$ cat src/rtl/soc_bus_pkg.sv
// Shared types and constants for the CPU-to-target memory-mapped bus fabric.
package soc_bus_pkg;

  typedef enum logic [1:0] {
    IDLE   = 2'd0,
    ACCESS = 2'd1,
    ERR    = 2'd2,
    DONE   = 2'd3
  } state_t;

  localparam logic [31:0] ERR_RDATA_DEFAULT = 32'hDEAD_BEEF;
  localparam int          ERR_CNT_W         = 16;

  function automatic int dec_width(input int dec_lsb);
    return 32 - dec_lsb;
  endfunction

endpackage

$ cat src/rtl/soc_bus_decode.sv
// Combinational address decoder: compares the decode field against every
// target base and reports a hit plus the lowest matching target index.
module soc_bus_decode
  import soc_bus_pkg::*;
#(
  parameter int N_TARGETS = 4,
  parameter int FIELD_W   = 8,
  parameter int IDX_W     = 2
) (
  input  logic [FIELD_W-1:0]           field,
  input  logic [N_TARGETS*FIELD_W-1:0] target_base,
  output logic                         hit,
  output logic [IDX_W-1:0]             sel_idx
);

  logic [N_TARGETS-1:0] match;

  for (genvar gi = 0; gi < N_TARGETS; gi++) begin : g_match
    assign match[gi] = (field == target_base[gi*FIELD_W +: FIELD_W]);
  end

  // Scan downwards so the lowest matching index is the one left standing.
  always_comb begin
    hit     = |match;
    sel_idx = '0;
    for (int i = N_TARGETS - 1; i >= 0; i--) begin
      if (match[i]) sel_idx = IDX_W'(i);
    end
  end

endmodule

$ cat src/rtl/soc_bus_fabric.sv
// picorv32 native-port interconnect: decode, fixed or handshake ready,
// bus timeout and error response/logging for unmapped or hung accesses.
module soc_bus_fabric
  import soc_bus_pkg::*;
#(
  parameter int                                       N_TARGETS      = 4,
  parameter int                                       DEC_LSB        = 24,
  parameter logic [N_TARGETS*dec_width(DEC_LSB)-1:0]  TARGET_BASE    = {8'hff, 8'hfe, 8'h01, 8'h00},
  parameter logic [N_TARGETS-1:0]                     FIXED_LAT      = 4'b1110,
  parameter int                                       TIMEOUT_CYCLES = 1024,
  parameter logic [31:0]                              ERR_RDATA      = ERR_RDATA_DEFAULT
) (
  input  logic                    clk,
  input  logic                    n_reset,
  input  logic                    m_valid,
  input  logic [31:0]             m_addr,
  input  logic [31:0]             m_wdata,
  input  logic [3:0]              m_wstrb,
  output logic                    m_ready,
  output logic [31:0]             m_rdata,
  output logic [N_TARGETS-1:0]    t_valid,
  output logic [N_TARGETS-1:0]    t_we,
  output logic [DEC_LSB-1:0]      t_addr,
  output logic [31:0]             t_wdata,
  output logic [3:0]              t_wstrb,
  input  logic [N_TARGETS*32-1:0] t_rdata,
  input  logic [N_TARGETS-1:0]    t_ready,
  output logic                    err_pulse,
  output logic [31:0]             err_addr,
  output logic [ERR_CNT_W-1:0]    err_count
);

  localparam int FIELD_W = dec_width(DEC_LSB);
  localparam int IDX_W   = (N_TARGETS > 1) ? $clog2(N_TARGETS) : 1;
  localparam int TO_W    = $clog2(TIMEOUT_CYCLES);
  localparam logic [TO_W-1:0] TO_LAST = TO_W'(TIMEOUT_CYCLES - 1);

  state_t                 state_reg, state_next;
  logic [IDX_W-1:0]       sel_reg;
  logic [TO_W-1:0]        to_cnt_reg;
  logic [31:0]            err_addr_reg;
  logic [ERR_CNT_W-1:0]   err_count_reg;

  logic                   dec_hit;
  logic [IDX_W-1:0]       dec_idx;
  logic                   sel_ready;
  logic [31:0]            rdata_arr [N_TARGETS];

  soc_bus_decode #(
    .N_TARGETS (N_TARGETS),
    .FIELD_W   (FIELD_W),
    .IDX_W     (IDX_W)
  ) u_decode (
    .field       (m_addr[31:DEC_LSB]),
    .target_base (TARGET_BASE),
    .hit         (dec_hit),
    .sel_idx     (dec_idx)
  );

  for (genvar gi = 0; gi < N_TARGETS; gi++) begin : g_rdata
    assign rdata_arr[gi] = t_rdata[gi*32 +: 32];
  end

  assign t_addr    = m_addr[DEC_LSB-1:0];
  assign t_wdata   = m_wdata;
  assign t_wstrb   = m_wstrb;
  assign t_we      = t_valid & {N_TARGETS{|m_wstrb}};
  assign err_addr  = err_addr_reg;
  assign err_count = err_count_reg;

  always_comb begin
    state_next = state_reg;
    m_ready    = 1'b0;
    m_rdata    = '0;
    t_valid    = '0;
    err_pulse  = 1'b0;
    sel_ready  = 1'b0;
    case (state_reg)
      IDLE: begin
        if (m_valid) state_next = dec_hit ? ACCESS : ERR;
      end
      ACCESS: begin
        t_valid   = N_TARGETS'(1) << sel_reg;
        m_rdata   = rdata_arr[sel_reg];
        sel_ready = FIXED_LAT[sel_reg] | t_ready[sel_reg];
        // A CPU that withdraws its request mid-access gets no response.
        if (!m_valid) begin
          state_next = IDLE;
        end else begin
          m_ready = sel_ready;
          if (sel_ready)                  state_next = DONE;
          else if (to_cnt_reg == TO_LAST) state_next = ERR;
        end
      end
      ERR: begin
        m_ready    = 1'b1;
        m_rdata    = ERR_RDATA;
        err_pulse  = 1'b1;
        state_next = DONE;
      end
      DONE: begin
        state_next = IDLE;
      end
      default: state_next = IDLE;
    endcase
  end

  always_ff @(posedge clk or negedge n_reset) begin
    if (!n_reset) begin
      state_reg     <= IDLE;
      sel_reg       <= '0;
      to_cnt_reg    <= '0;
      err_addr_reg  <= '0;
      err_count_reg <= '0;
    end else begin
      state_reg <= state_next;
      if (state_reg == IDLE && m_valid && dec_hit) sel_reg <= dec_idx;
      if (state_reg == ACCESS) to_cnt_reg <= to_cnt_reg + TO_W'(1);
      else                     to_cnt_reg <= '0;
      if (state_reg == ERR) begin
        err_addr_reg <= m_addr;
        if (err_count_reg != '1) err_count_reg <= err_count_reg + ERR_CNT_W'(1);
      end
    end
  end

endmodule

$ cat config.mk
export PLATFORM = sky130hd
export DESIGN_NAME = soc_bus_fabric
export DESIGN_NICKNAME = d
export VERILOG_FILES = /design/src/rtl/soc_bus_pkg.sv /design/src/rtl/soc_bus_decode.sv /design/src/rtl/soc_bus_fabric.sv
export SDC_FILE = /design/constraint.sdc
export NUM_CORES = 1
export LEC_CHECK = 0
export BUFFER_PORTS_ARGS = -buffer_cell sky130_fd_sc_hd__buf_2
export CAP_MARGIN = 20
export CORE_AREA = 10 10 129 131
export DETAILED_ROUTE_END_ITERATION = 7
export DIE_AREA = 0 0 139 141
export GPL_TIMING_DRIVEN = 1
export PLACE_DENSITY = 0.79
export SLEW_MARGIN = 10
export SYNTH_ARGS = -nofsm -noshare
export SYNTH_HDL_FRONTEND = slang
export SYNTH_HIERARCHICAL = 1
export SYNTH_SLANG_ARGS = --single-unit
$ cat constraint.sdc
create_clock -name clk -period 2 [get_ports clk]
set_input_delay 0.1 -clock clk [delete_from_list [all_inputs] [get_ports clk]]
set_output_delay 0.1 -clock clk [all_outputs]
set_load 0.03 [all_outputs]
==> metrics.txt <==
Max-Cap Viols=0; antenna-violating nets left=0; total CTS buffers=9; VDD IR max=0.0005670 V; RSZ-0062 raised after global routing=yes; max incr delay on CP=490 ps; Slew HR=0.6293; top cell type's share of synthesized area=0.3258; Core Box Area=14200 µm²; crit share post-route=0.9711; initial core utilization=0.3353; drt wl/cell=roughly 20 µm; design area=about 6700 µm²; CTS tree=yes; status=finished clean; Top delay family on crit path=multiplexers; I/O pin total=353; Syn Inst Count=about 440; CP bufs+invs=3; asr flop ratio synth=1.000; setup TNS=0 ps; Synth top cells by count=buf_4 (62), dfrtp_1 (62), mux2_2 (36), nand2_1 (36), mux4_2 (32); Yosys cell types=48; Critical Path Start Type=register; crit path kind=register to output pin; Vias per Instance=4.831; DP HPWL=~15000 µm; Power Total=8.798 mW; placed inst area=about 6000 µm²; Max clock buf depth=2; Worst Tran Pin Value=around 550 ps; Clock Skew=7.711 ps; combinational power share=0.597; CTS sink cnt=62; final setup violation count=0; GPL Wtd Cong=around 0.88; largest net degree at the start of global routing=38; Die Width=139 µm; port bufs=285; YS warnings=6; Pint=between 4 and 5 mW; clock power share=0.181; Final Util=0.4690; clk slew on worst S/H paths=60 ps; Seq pwr share=0.222; ys flop type=dfrtp_1; vias after detailed routing=4300; min-delay worst type=input pin to register; Worst Setup End Kind=output pin; Sw Share=0.4834; row count=44; clock period minus final worst setup slack=1942 ps; post-synth top area cell=dfrtp_1; WL final=between 15000 and 20000 µm; Die ar.=just under 20000 µm²; cell mode on critical path=buf_12; overflow left after global routing=0; first-pass iteration count of the detailed router=4; first-pass GRT wire length=26650 µm; die height=~140 µm; post-synthesis sequential area ratio=0.3258; Final Hold Viols=0; Critical Path Fanout Max=7; layout cells sized above 1=0.5804; Largest register FFs=32; Nets=907; All-Layer GR Usage=0.1702; synth-to-layout area growth=39.88%; #FFs+latches synth=62; crit path cell chain=buf_12 -> buf_12 -> mux4_2 -> and3_1 -> buf_4; slowest cell on the critical path=mux4_2; CTS Root Cell=clkbuf_16; switching pwr=4.253 mW; Max Slew Vio Count=0; Leakage=approximately 3.3 nW; Pwr Density=1321 nW/µm²; vias in the first global route=4539; latest clock arrival within the worst-skew pair=330 ps; DRC viols=0; EDFF count, synth=0; required time of the critical path=1900 ps; post-synthesis average cell area=about 11 µm²; initial antenna violation count=5; detailed router's first-iteration violation count=114; netlist area before placement=4762 µm²; Max Freq=514.9 MHz; top cells by area, synth=dfrtp_1 (33%), mux4_2 (15%), buf_4 (9.8%); CTS H-tree lvls=3; Worst Path Arrival=1840 ps
stage by stage:
step / setup WS, ps / instances / hold slack, ps
3_3_place_gp: 268.8 / 865 / 71.89
3_5_place_dp: 233.5 / 865 / 71.68
5_1_grt: -20.13 / 887 / 15.09
4_1_cts: 0.7143 / 882 / 5.606
6_report: 57.84 / 890 / 20.92
2_1_floorplan: 136.7 / 467 / -195.6
layout make-up:
type | instances | area [µm²]
fillers | 1347 | 7542
multi-input cells | 315 | 2773
repair buffers | 305 | 1772
flip-flops and latches | 62 | 1554
clock buffers | 10 | 239.0
well taps | 184 | 230.2
clock inverters | 6 | 67.56
inverters | 5 | 18.77
diodes | 3 | 7.507
cells by family after synthesis:
| group | Yosys count | synth area share |
|---|---|---|
| AND/OR/NAND/NOR | 132 | 0.1600 |
| buffers and inverters | 90 | 0.1238 |
| multiplexers | 71 | 0.2430 |
| flip-flops | 62 | 0.3258 |
| XOR/XNOR | 52 | 0.09564 |
| AO/OA/AOI/OAI | 22 | 0.03442 |
| adder cells (fa/ha/maj) | 6 | 0.01576 |
| other | 2 | 0.001577 |
per-layer routing:
metal  global-route usage  part of all wire  up-vias
met5                    0            0.0020        -
met4              0.03350            0.0095        6
met3              0.09708              0.13       31
met2               0.2855              0.50      185
met1               0.1845              0.36     2064
li1                     -                 -     2014
cells in the final DEF, fill, tap and decap left out, types with 4 or more instances in the layout:
cell type,n
buf_2,271
dfrtp_1,60
mux2_2,36
nand2_1,35
mux4_2,32
conb_1,32
nand3_1,30
xor2_1,28
xnor2_1,24
buf_4,15
nand4_1,11
clkbuf_16,11
and3_1,10
buf_12,8
and2_1,7
a21oi_1,7
nor2_1,6
buf_6,6
nor4_2,5
nor3_1,5
and4_1,5
inv_1,4
ha_1,4
power groups by stage:
stage          registers [mW]  logic [mW]  clock network [mW]
2_1_floorplan            2.75        2.74                   0
3_3_place_gp             1.95        5.06                   0
3_5_place_dp             1.97        5.13                   0
4_1_cts                  1.95        5.17                1.65
5_1_grt                  2.02        5.55                1.70
6_report                 1.95        5.25                1.59
path summary, 6_finish.rpt:
check,startpoint,end,slack [ps],cells past startpoint
setup / recovery,sel_reg[0],m_rdata[14],60,5
hold / removal,m_addr[21],err_addr[21],20,2
setup reg to reg,sel_reg[0],state_reg[1],220,7
hold reg to reg,to_cnt_reg[0],to_cnt_reg[0],460,1
max in group asynchronous,n_reset,sel_reg[0],1160,3
min in group asynchronous,n_reset,err_count[14],250,2
repair_timing:
action / 4_1_cts / 5_1_grt
resized for setup: 3 / 34
pin swaps: 0 / 3
cloned: 0 / 2
setup endpoints to repair: 5 / 32
hold buffers: 1 / 0
buffers inserted: 0 / 3
hold endpoints to repair: 17 / 0
No activity file was read; power rests on OpenSTA's default activity.
